## config.mk

```make
export PLATFORM = sky130hd
export DESIGN_NAME = fetch_stage
export DESIGN_NICKNAME = d
export VERILOG_FILES = /design/src/rtl/fetch_stage.sv
export SDC_FILE = /design/constraint.sdc
export NUM_CORES = 1
export LEC_CHECK = 0
export ABC_AREA = 0
export ABC_CLOCK_PERIOD_IN_PS = 2100
export BUFFER_PORTS_ARGS = -buffer_cell sky130_fd_sc_hd__buf_4
export CORE_MARGIN = 4
export CORE_UTILIZATION = 44
export DETAILED_ROUTE_END_ITERATION = 10
export PLACE_DENSITY = 0.83
export SLEW_MARGIN = 40
export SYNTH_ARGS = -nofsm -noshare
export SYNTH_HDL_FRONTEND = slang
export SYNTH_SLANG_ARGS = --single-unit
```

## constraint.sdc

```tcl
create_clock -name clk -period 2.1 [get_ports clk]
set_input_delay 0.42 -clock clk [delete_from_list [all_inputs] [get_ports clk]]
set_output_delay 0.42 -clock clk [all_outputs]
set_load 0.05 [all_outputs]
```

## src/rtl/fetch_stage.sv

```systemverilog
// fetch_stage: IF stage plus IF/ID pipeline register of a 5-stage RV32I pipeline.
// Holds the fetch PC, forms PC+4, accepts EX redirects, reads instruction memory
// and registers {instr, pc, pc+4, valid} toward decode.
// Ports:
//   clk, rst            clock and synchronous active-high reset
//   StallF / StallD     hold PCF / hold the IF/ID register
//   FlushD              load a bubble into IF/ID (wins over StallD)
//   PCSrcE, PCTargetE   redirect request and target from EX
//   ImemReady, ImemRdata  IMEM handshake and combinational read data for PCF
//   PCF                 registered fetch address to IMEM
//   InstrD, PCD, PCPlus4D, ValidD  registered IF/ID contents
module fetch_stage #(
  parameter int unsigned            ADDR_WIDTH  = 32,
  parameter int unsigned            INSTR_WIDTH = 32,
  parameter logic [ADDR_WIDTH-1:0]  RESET_PC    = 32'h0000_0000,
  parameter logic [INSTR_WIDTH-1:0] NOP_INSTR   = 32'h0000_0013
) (
  input  logic                   clk,
  input  logic                   rst,
  input  logic                   StallF,
  input  logic                   StallD,
  input  logic                   FlushD,
  input  logic                   PCSrcE,
  input  logic [ADDR_WIDTH-1:0]  PCTargetE,
  input  logic                   ImemReady,
  input  logic [INSTR_WIDTH-1:0] ImemRdata,
  output logic [ADDR_WIDTH-1:0]  PCF,
  output logic [INSTR_WIDTH-1:0] InstrD,
  output logic [ADDR_WIDTH-1:0]  PCD,
  output logic [ADDR_WIDTH-1:0]  PCPlus4D,
  output logic                   ValidD
);

  typedef struct packed {
    logic [INSTR_WIDTH-1:0] instr;
    logic [ADDR_WIDTH-1:0]  pc;
    logic [ADDR_WIDTH-1:0]  pc_plus4;
    logic                   valid;
  } ifid_t;

  localparam ifid_t BUBBLE = '{instr: NOP_INSTR, pc: '0, pc_plus4: '0, valid: 1'b0};

  logic [ADDR_WIDTH-1:0] pc_q;
  logic [ADDR_WIDTH-1:0] pc_d;
  logic [ADDR_WIDTH-1:0] pc_plus4_f;
  logic [ADDR_WIDTH-1:0] target_aligned;
  ifid_t                 ifid_q;
  ifid_t                 ifid_d;

  // Low target bits are discarded by alignment; keep them visibly consumed.
  logic unused_target_lsbs;
  assign unused_target_lsbs = ^PCTargetE[1:0];

  // Sequential increment wraps silently at the top of the address space.
  assign pc_plus4_f     = pc_q + ADDR_WIDTH'(4);
  assign target_aligned = {PCTargetE[ADDR_WIDTH-1:2], 2'b00};

  // Next fetch PC: redirect beats stall and IMEM wait.
  always_comb begin
    pc_d = pc_q;
    if (PCSrcE) begin
      pc_d = target_aligned;
    end else if (!StallF && ImemReady) begin
      pc_d = pc_plus4_f;
    end
  end

  // Fetch PC register.
  always_ff @(posedge clk) begin
    if (rst) begin
      pc_q <= RESET_PC;
    end else begin
      pc_q <= pc_d;
    end
  end

  // Next IF/ID contents: flush, then stall, then IMEM-not-ready bubble, then load.
  always_comb begin
    ifid_d = ifid_q;
    if (FlushD) begin
      ifid_d = BUBBLE;
    end else if (StallD) begin
      ifid_d = ifid_q;
    end else if (!ImemReady) begin
      ifid_d = BUBBLE;
    end else begin
      ifid_d.instr    = ImemRdata;
      ifid_d.pc       = pc_q;
      ifid_d.pc_plus4 = pc_plus4_f;
      ifid_d.valid    = 1'b1;
    end
  end

  // IF/ID pipeline register.
  always_ff @(posedge clk) begin
    if (rst) begin
      ifid_q <= BUBBLE;
    end else begin
      ifid_q <= ifid_d;
    end
  end

  assign PCF      = pc_q;
  assign InstrD   = ifid_q.instr;
  assign PCD      = ifid_q.pc;
  assign PCPlus4D = ifid_q.pc_plus4;
  assign ValidD   = ifid_q.valid;

endmodule

```

# Word-level counts from Yosys, hierarchy flattened
# Cells that the tools add are included.
op_classes:
  n_addsub: 1
  mul: 0
  div: 0
  n_lt_le_gt_ge: 0
  n_eq_ne: 0
  shifts: 0
  n_mux: 3
  n_bitwise: 0
  n_reduce_logical: 5
op_table:
  columns: ["cell", "count"]
  rows:
  - ["two-way mux 97 bit", 1]
  - ["two-way mux 32 bit", 2]
  - ["adder 32 x 3 -> 32 bit, second input constant", 1]
  - ["OR reduction 2 bit", 2]
  - ["nonzero test 2 bit", 1]
  - ["logical AND 1 bit", 1]
  - ["zero test 1 bit", 1]
word_totals:
  reg_bits: 129
  latchBits: 0
  ramBits: 0
  mem_bits_ro: 0
  inputBits: 71
  out_inout_bits: 129
  elab_cells: 15
  memories: 0

# Longest topological paths before layout
# Gate-level depths: netlist of run 1.
logic_depth:
  depth_word: 4
  ltp_mapped: 7
  depth_no_buf: 6

# Least setup slack after synthesis of run 1
# Ideal clock, no wire load.
synth_path:
  path_type: "reg2reg"
  startpoint: "register pc_q[2] (netlist: PCF[2])"
  endpoint: "register pc_q[30] (netlist: PCF[30])"
  setup_time_ns: 0.115
  arrival_time_ns: 2.402
  required_time_ns: 1.985
  path_slack_ns: -0.417
  stages_incl_launch_ff: 8
  path_buffers: 1
  synth_period_minus_slack_ns: 2.517
  path_cell_list: "dfxtp_1 -> ha_1 -> nand3_2 -> or4_4 -> buf_6 -> nor4_4 -> xor2_1 -> o21a_1"
synth_between:
  elab_chain_cells: 3
synth_lines:
  columns: ["item", "line", "rtl"]
  rows:
  - ["start: declaration", "43", "logic [ADDR_WIDTH-1:0] pc_q;"]
  - ["start signal: assignment", "73", "pc_q <= pc_d;"]
  - ["adder 32 x 3 -> 32 bit", "55", "assign pc_plus4_f = pc_q + ADDR_WIDTH'(4);"]
  - ["two-way mux 32 bit", "63", "end else if (!StallF && ImemReady) begin"]
  - ["two-way mux 32 bit", "61", "if (PCSrcE) begin"]
# Every way passes these cells. The select of a mux whose other input is x is not followed.
# A chain may end at the register's enable or synchronous reset.

# Worst setup path in the final report of run 1
# Ends and elaborated chain as after synthesis.

==> results.yml, run 1 <==
cts:
  clk_latency_ns: 0.42
  cts_resized: 0
  cts_buffers: 17
  clock-root-buffer: "clkbuf_16"
  post_cts_buffers: 0
  cts_hold_buf: 0
  cts_sinks: 123
  clockBufferDepth: 2
  cts_tree: "built"
  htree_levels: 4
  clkTransAtPathRegs_ns: 0.06
hold_path:
  min_path_type: "in -> reg"
logic_synthesis:
  ys_ff_latch: 123
  ys_types: 39
  ys_top_cells_by_area: "dfxtp_1 46%, a22oi_1 8.5%, nor2_1 6.6%"
  synth_top_area_cell: "dfxtp_1"
  async_reset_ff_share_pct: 0
  ys.flop_type: "dfxtp_1"
  yosysSeqAreaShare_pct: 46.3
  synth_area_um2: 5320
  synth_top_area_share_pct: 46.3
  syn_inst: 623
  yosysMostFrequentCell: "dfxtp_1"
  synth_edf_count: 0
  synth_common_cells: "123 x dfxtp_1, 93 x nor2_1, 60 x a22oi_1"
  avgSynthCellArea_um2: 8.53
  yosysWarningCount: 0
timing:
  whs_ns: 0.231
  finalCritPeriodShare_pct: 91.0
  fin_crit_ns: 1.91
  max_freq_mhz: 524
  rsz0062_at_grt: "false"
  fin_skew_ns: 0.00818
  final_max_slew_viol_count: 0
  setup_viol: 0
  finalHoldViolations: 0
  setup_tns_ns: 0
  worst_pin_slew_ns: 0.613
  slew_headroom_pct: 59.1
placed_design:
  hpwl_um: 11400
  numPortBuffers: 191
  gp_congestion: 0.819
setup_path:
  arrival_ns: 2.22
  worstPathMaxFanout: 7
  required_ns: 2.41
  start_kind: "flip-flop"
  crit_type: "reg -> reg"
  endpoint_kind: "flip-flop"
detailed_routing:
  vias_per_cell: 5.26
  drtIter0Drc: 343
  drtAntennaViolNets: 0
  first_pass_iters: 5
  finalWirelength_um: 16000
  avgRoutedWirePerCell_um: 16.7
  route.detailed.drc: 0
  vias: 5031
cells_and_area:
  area_growth_pct: 41.5
  fin_util_pct: 64.7
  nNetsFinal: 873
  antenna_cells: 0
  drive_gt1_share_pct: 34.2
die:
  coreArea_um2: 11600
  initial_core_util_pct: 45.8
  die_y_um: 118
  die_area_um2: 13900
  die_w_um: 118
  io_pins: 200
  rows: 39
global_routing:
  grt_start_max_net_pins: 61
  grt_util_all_layers_pct: 22.8
  antenna_found_initial: 0
  grt_pass1_wl_um: 25300
  grt_overflow: 0
  grt_pass1_vias: 4897
pwr:
  p_seq_share_pct: 40.6
  power.density_nw_per_um2: 814
  p_sw_mw: 1.60
  power.leakage_nw: 3.23
  combPwrFrac_pct: 13.4
  internal-power_mw: 4.52
  max-vdd-ir-drop_uv: 760
  power_mw: 6.12
  switching_share_pct: 26.2
  clkPwrFrac_pct: 46.0
flow_run:
  drv_cap: 0
run_status:
  status: "finished clean"
[power by group through the flow]
stage	combinational [mW]	clock, mW	sequential, mW
final	0.818	2.82	2.49
after global routing	0.871	2.96	2.49
after global placement	0.808	0	2.53
after detailed placement	0.816	0	2.53
after floorplan	0.327	0	2.73
after CTS	0.821	2.86	2.48
[cells in the final DEF, fill, tap and decap left out, types with 2 or more instances in the layout]
| cell type | instances |
|---|---|
| clkbuf_8 | 2 |
| a22oi_1 | 60 |
| nor2b_1 | 4 |
| nand4_1 | 15 |
| dfxtp_4 | 9 |
| or2_2 | 3 |
| clkbuf_16 | 19 |
| o21ai_0 | 25 |
| conb_1 | 6 |
| dfxtp_2 | 11 |
| nor4_4 | 2 |
| xor2_1 | 23 |
| o22ai_1 | 3 |
| and2_1 | 2 |
| o21ai_1 | 2 |
| nor3_1 | 9 |
| a21oi_1 | 32 |
| buf_4 | 215 |
| nor4_1 | 6 |
| buf_12 | 2 |
| mux2i_1 | 5 |
| nor2_1 | 93 |
| clkbuf_1 | 4 |
| clkinv_2 | 4 |
| or3_2 | 2 |
| nand2_1 | 44 |
| inv_1 | 21 |
| xnor2_1 | 31 |
| nand3_1 | 19 |
| dfxtp_1 | 103 |
| o21a_1 | 17 |
| and3_1 | 8 |
[stage by stage]
step                      instance area, µm²  setup WS (ns)  cells
after detailed placement                6940          0.183    925
after global placement                  6940          0.208    925
after global routing                    7520          0.109    956
after floorplan                         5400       0.000729    628
after CTS                               7520          0.184    956
final                                   7520          0.190    956
[state kept, by name (all words and copies together) (netlist names)]
| name | flops |
|---|---|
| PCPlus4D | 30 |
| ValidD | 1 |
| PCD | 30 |
| PCF | 30 |
| InstrD | 32 |
[path summary, 6_finish.rpt]
path                          endpoint  cells after the start  slack, ns                       from
max reg2reg       PCF[30]$_SDFFE_PP0P_                      6       0.19        PCF[2]$_SDFFE_PP0P_
min             InstrD[0]$_SDFFE_PP1N_                      3       0.23               ImemRdata[0]
max               PCF[30]$_SDFFE_PP0P_                      6       0.19        PCF[2]$_SDFFE_PP0P_
min reg2reg  PCPlus4D[24]$_SDFFE_PP0N_                      2       0.45  PCPlus4D[24]$_SDFFE_PP0N_
[layer usage]
layer | track usage [%] | share of wire, % | vias to the layer above
met3 | 7.69 | 7.1 | 25
met4 | 7.69 | 2.1 | 0
met2 | 39.5 | 50 | 196
li1 | - | - | 2471
met5 | 0 | 0 | -
met1 | 26.3 | 41 | 2339
[kinds of logic (layout without fill, tap and decap cells)]
logic type | Yosys count | in the layout | share of synthesized area, %
AOI/OAI and AO/OA | 141 | 141 | 17.1
and+or+nand+nor | 214 | 214 | 19.3
muxes | 5 | 5 | 0.942
buffers and inverters | 84 | 269 | 7.09
adders and majority gates | 1 | 1 | 0.235
other | 1 | 6 | 0.0706
xor gates and xnor gates | 54 | 54 | 8.90
DFF | 123 | 123 | 46.3
[cell type report]
class	instances	area [µm²]
fillers	985	4100
multi-input cells	421	2520
flip-flops and latches	123	2510
repair buffers	217	1650
clock buffers	25	518
well taps	143	179
inverters	21	78.8
clock inverters	6	56.3
[worst max-delay path, stage by stage (launching register included)]
cell	delay, ns
dfxtp_4	0.40
ha_4	0.17
nand3_4	0.08
or4_4	0.61
nor4_4	0.28
xor2_1	0.10
o21a_1	0.17
Note: power is estimated with default switching activity, not from simulation.
==> inputs of run 2 (changes only) <==
CORE_UTILIZATION = 40   (was 44)
PLACE_DENSITY = 0.77   (was 0.83)
==> results.yml, run 2 (synthesis results as in run 1) <==
cells_and_area:
  drive_gt1_share_pct: 35.2
  antenna_cells: 0
  fin_util_pct: 59.4
  layout_commonest_cell: "buf_4"
  largest_register_ffs: 32
  area_growth_pct: 43.4
  nNetsFinal: 880
  final_cell_mix: "223 x buf_4, 103 x dfxtp_1, 93 x nor2_1, 60 x a22oi_1, 44 x nand2_1"
setup_path:
  worstPathMaxFanout: 7
  arrival_ns: 2.27
  startpoint: "PCF[2]$_SDFFE_PP0P_"
  start_kind: "flip-flop"
  required_ns: 2.41
  crit_type: "reg -> reg"
  cp_cell_sequence: "ha_4 -> nand3_4 -> or4_4 -> nor3_1 -> xor2_1 -> o21a_1"
  rr_startpoint: "PCF[2]$_SDFFE_PP0P_"
  cpPeakStageDelay_ns: 0.62
  slowest_stage: "or4_4"
  endpoint_kind: "flip-flop"
timing:
  whs_ns: 0.230
  setup_viol: 0
  rsz0062_at_grt: "false"
  setup_tns_ns: 0
  fin_ws_ns: 0.139
  fin_skew_ns: 0.00759
  slew_headroom_pct: 51.3
  finalHoldViolations: 0
  final_max_slew_viol_count: 0
  finalCritPeriodShare_pct: 93.4
  fin_crit_ns: 1.96
  max_freq_mhz: 510
  worst_pin_slew_ns: 0.731
detailed_routing:
  route.detailed.drc: 0
  drtAntennaViolNets: 0
  vias: 5035
  first_pass_iters: 4
  drtIter0Drc: 327
  avgRoutedWirePerCell_um: 16.1
  finalWirelength_um: 16000
  vias_per_cell: 5.08
cts:
  clockBufferDepth: 2
  cts_hold_buf: 0
  cts_tree: "built"
  clkTransAtPathRegs_ns: 0.06
  post_cts_buffers: 0
  cts_sinks: 123
  cts_resized: 0
  cts_buffers: 17
  clk_latency_ns: 0.42
  clock-root-buffer: "clkbuf_16"
  htree_levels: 4
placed_design:
  gp_congestion: 0.792
  hpwl_um: 11400
  numPortBuffers: 191
  place_ws_ns: 0.177
global_routing:
  grt_overflow: 0
  antenna_found_initial: 0
  grt_start_max_net_pins: 69
  grt_pass1_wl_um: 25800
  grt_util_all_layers_pct: 21.6
  grt_pass1_vias: 5093
pwr:
  power.leakage_nw: 3.28
  power_mw: 6.26
  power.density_nw_per_um2: 821
  max-vdd-ir-drop_uv: 545
die:
  rows: 41
  die_area_um2: 15200
  coreArea_um2: 12800
  die_w_um: 123
  die_y_um: 123
  io_pins: 200
  initial_core_util_pct: 41.4
hold_path:
  min_path_type: "in -> reg"
  hp-start: "ImemRdata[0]"
flow_run:
  drv_cap: 0
run_status:
  status: "finished clean"
## run 2: changes by cell type in the layout (fill, tap and decap cells not counted), sizes merged
cell	delta
clkbuf	-4
inv	+2
bufinv	+1
clkinvlp	+1
buf	+7
## run 2: metrics by stage
step	instances	area (µm²)
3_3_place_gp	961	7020
6_report	992	7620
2_1_floorplan	628	5400
5_1_grt	992	7620
3_5_place_dp	961	7020
4_1_cts	992	7620
## run 2: worst paths after layout
path	end	slack, ns	cells past startpoint
setup reg to reg	PCF[26]$_SDFFE_PP0P_	0.14	6
hold reg to reg	PCPlus4D[20]$_SDFFE_PP0N_	0.45	2
setup / recovery	PCF[26]$_SDFFE_PP0P_	0.14	6
hold / removal	InstrD[0]$_SDFFE_PP1N_	0.23	3
## run 2: where the power goes
| part | internal, mW | switching, mW | leakage, nW | total, mW |
|---|---|---|---|---|
| clock | 1.90 | 1.05 | 0.301 | 2.95 |
| sequential | 2.40 | 0.0718 | 1.01 | 2.47 |
| combinational | 0.307 | 0.530 | 1.97 | 0.837 |
## run 2: layer usage
| layer | global-route usage [%] | routed length, µm |
|---|---|---|
| met5 | 0 | 0 |
| met2 | 35.6 | 7770 |
| met3 | 7.09 | 1370 |
| met1 | 26.7 | 6670 |
| met4 | 7.20 | 197 |
## run 2: final cells by class
class	count	area, µm²
sequential	123	2510
fill	1195	5200
multi-input combinational	421	2520
inverter	21	78.8
clock inverter	10	110
clock buffer	21	492
timing repair buffer	224	1690
tap	172	215
## run 2: worst max-delay path: cells and delay by family (launching register included)
family | cells | cell delay (ns)
compound gates | 1 | 0.18
xor+xnor | 1 | 0.12
fa+ha+maj | 1 | 0.17
flops | 1 | 0.40
simple gates | 3 | 0.98
==> inputs of run 3 (changes only) <==
CELL_PAD_IN_SITES_DETAIL_PLACEMENT = 1   (was default)
CELL_PAD_IN_SITES_GLOBAL_PLACEMENT = 1   (was default)
CORE_UTILIZATION = 32   (was 40)
PLACE_DENSITY = 0.83   (was 0.77)
==> results.yml, run 3 (synthesis results as in run 1) <==
placed_design:
  hpwl_um: 13200
  gp_congestion: 0.771
  place_ws_ns: 0.144
  numPortBuffers: 191
cts:
  cts_hold_buf: 0
  post_cts_buffers: 0
  cts_resized: 0
  clkTransAtPathRegs_ns: 0.06
  htree_levels: 4
  clock-root-buffer: "clkbuf_16"
  cts_sinks: 123
  cts_tree: "built"
  clk_latency_ns: 0.42
  cts_buffers: 17
  clockBufferDepth: 2
cells_and_area:
  nNetsFinal: 879
  final_cell_mix: "221 x buf_4, 103 x dfxtp_1, 93 x nor2_1, 60 x a22oi_1, 44 x nand2_1"
  layout_commonest_cell: "buf_4"
  fin_util_pct: 47.9
  antenna_cells: 0
  drive_gt1_share_pct: 35.2
  largest_register_ffs: 32
  area_growth_pct: 44.7
detailed_routing:
  vias_per_cell: 5.00
  route.detailed.drc: 0
  drtIter0Drc: 195
  finalWirelength_um: 18800
  avgRoutedWirePerCell_um: 18.2
  vias: 5183
  drtAntennaViolNets: 0
  first_pass_iters: 4
global_routing:
  antenna_found_initial: 0
  grt_overflow: 0
  grt_util_all_layers_pct: 20.1
  grt_start_max_net_pins: 69
  grt_pass1_vias: 5578
  grt_pass1_wl_um: 29200
timing:
  setup_tns_ns: 0
  slew_headroom_pct: 49.2
  finalHoldViolations: 0
  max_freq_mhz: 507
  fin_skew_ns: 0.0110
  final_max_slew_viol_count: 0
  worst_pin_slew_ns: 0.762
  finalCritPeriodShare_pct: 94.0
  rsz0062_at_grt: "false"
  fin_ws_ns: 0.126
  setup_viol: 0
  fin_crit_ns: 1.97
pwr:
  max-vdd-ir-drop_uv: 611
  power.leakage_nw: 3.28
  power.density_nw_per_um2: 819
setup_path:
  rr_startpoint: "PCF[2]$_SDFFE_PP0P_"
  arrival_ns: 2.29
  cpPeakStageDelay_ns: 0.40
  startpoint: "PCF[2]$_SDFFE_PP0P_"
  cp_num_buf_inv: 2
  cp_cell_sequence: "ha_4 -> nand3_4 -> buf_4 -> nor4_2 -> buf_4 -> nand3_1 -> xor2_1 -> o21ai_0"
  slowest_stage: "dfxtp_4"
  worstPathMaxFanout: 9
  crit_type: "reg -> reg"
  path_delay_family: "simple AND/OR/NAND/NOR gates"
  required_ns: 2.41
  crit_top_cell: "buf_4"
  endpoint_kind: "flip-flop"
  start_kind: "flip-flop"
run_status:
  status: "finished clean"
hold_path:
  hp-start: "ImemRdata[4]"
  min_path_type: "in -> reg"
die:
  initial_core_util_pct: 33.1
  die_w_um: 137
  die_y_um: 137
  io_pins: 200
  rows: 46
  die_area_um2: 18700
  coreArea_um2: 16100
flow_run:
  drv_cap: 0
run 3: changes by cell type in the layout (fill, tap and decap cells not counted), sizes merged:
cell,before,now
clkbuf,21,23
bufinv,2,1
clkinvlp,1,2
buf,224,223
clkinv,4,5
inv,24,22
run 3: per-layer routing:
metal  wire [µm]  global-route usage (%)  vias to the layer above
met4         376                    7.32                        0
met5           0                       0                        -
li1            -                       -                     2480
met2        9410                    35.3                      177
met3        1410                    6.43                       33
met1        7620                    22.9                     2493
run 3: worst paths after layout:
kind | to | slack, ns | cells past startpoint
setup / recovery | PCPlus4D[22]$_SDFFE_PP0N_ | 0.13 | 8
hold reg to reg | ValidD$_SDFFE_PP0N_ | 0.45 | 2
setup reg to reg | PCPlus4D[22]$_SDFFE_PP0N_ | 0.13 | 8
hold / removal | InstrD[4]$_SDFFE_PP1N_ | 0.23 | 3
run 3: final cells by class:
| type | instances | area (µm²) |
|---|---|---|
| Inverter | 21 | 78.8 |
| Sequential cell | 123 | 2510 |
| Multi-Input combinational cell | 421 | 2520 |
| Clock buffer | 23 | 531 |
| Timing Repair Buffer | 223 | 1700 |
| Tap cell | 216 | 270 |
| Clock inverter | 9 | 80.1 |
| Fill cell | 1867 | 8370 |
run 3: worst reg2reg max path: cells and delay by family, from the launching register on:
kind | cells | cell delay, ns
AOI/OAI and AO/OA | 1 | 0.21
DFF | 1 | 0.40
adders and majority gates | 1 | 0.18
and+or+nand+nor | 3 | 0.50
buffers and inverters | 2 | 0.41
xor gates and xnor gates | 1 | 0.16
run 3: per-stage QoR:
| step | area, µm² | power, mW | cells | hold slack (ns) |
|---|---|---|---|---|
| 2_1_floorplan | 5400 | 3.05 | 628 | 0.541 |
| 3_3_place_gp | 7080 | 3.36 | 1004 | 0.437 |
| 3_5_place_dp | 7080 | 3.38 | 1004 | 0.448 |
| 4_1_cts | 7690 | 6.38 | 1036 | 0.216 |
| 5_1_grt | 7690 | 6.55 | 1036 | 0.230 |
| 6_report | 7690 | 6.30 | 1036 | 0.234 |
run 3: power by group:
part	total [mW]	internal, mW	switching, mW
Clock	2.97	1.89	1.08
Sequential	2.48	2.40	0.0843
Combinational	0.844	0.309	0.535
Total	6.30	4.60	1.70
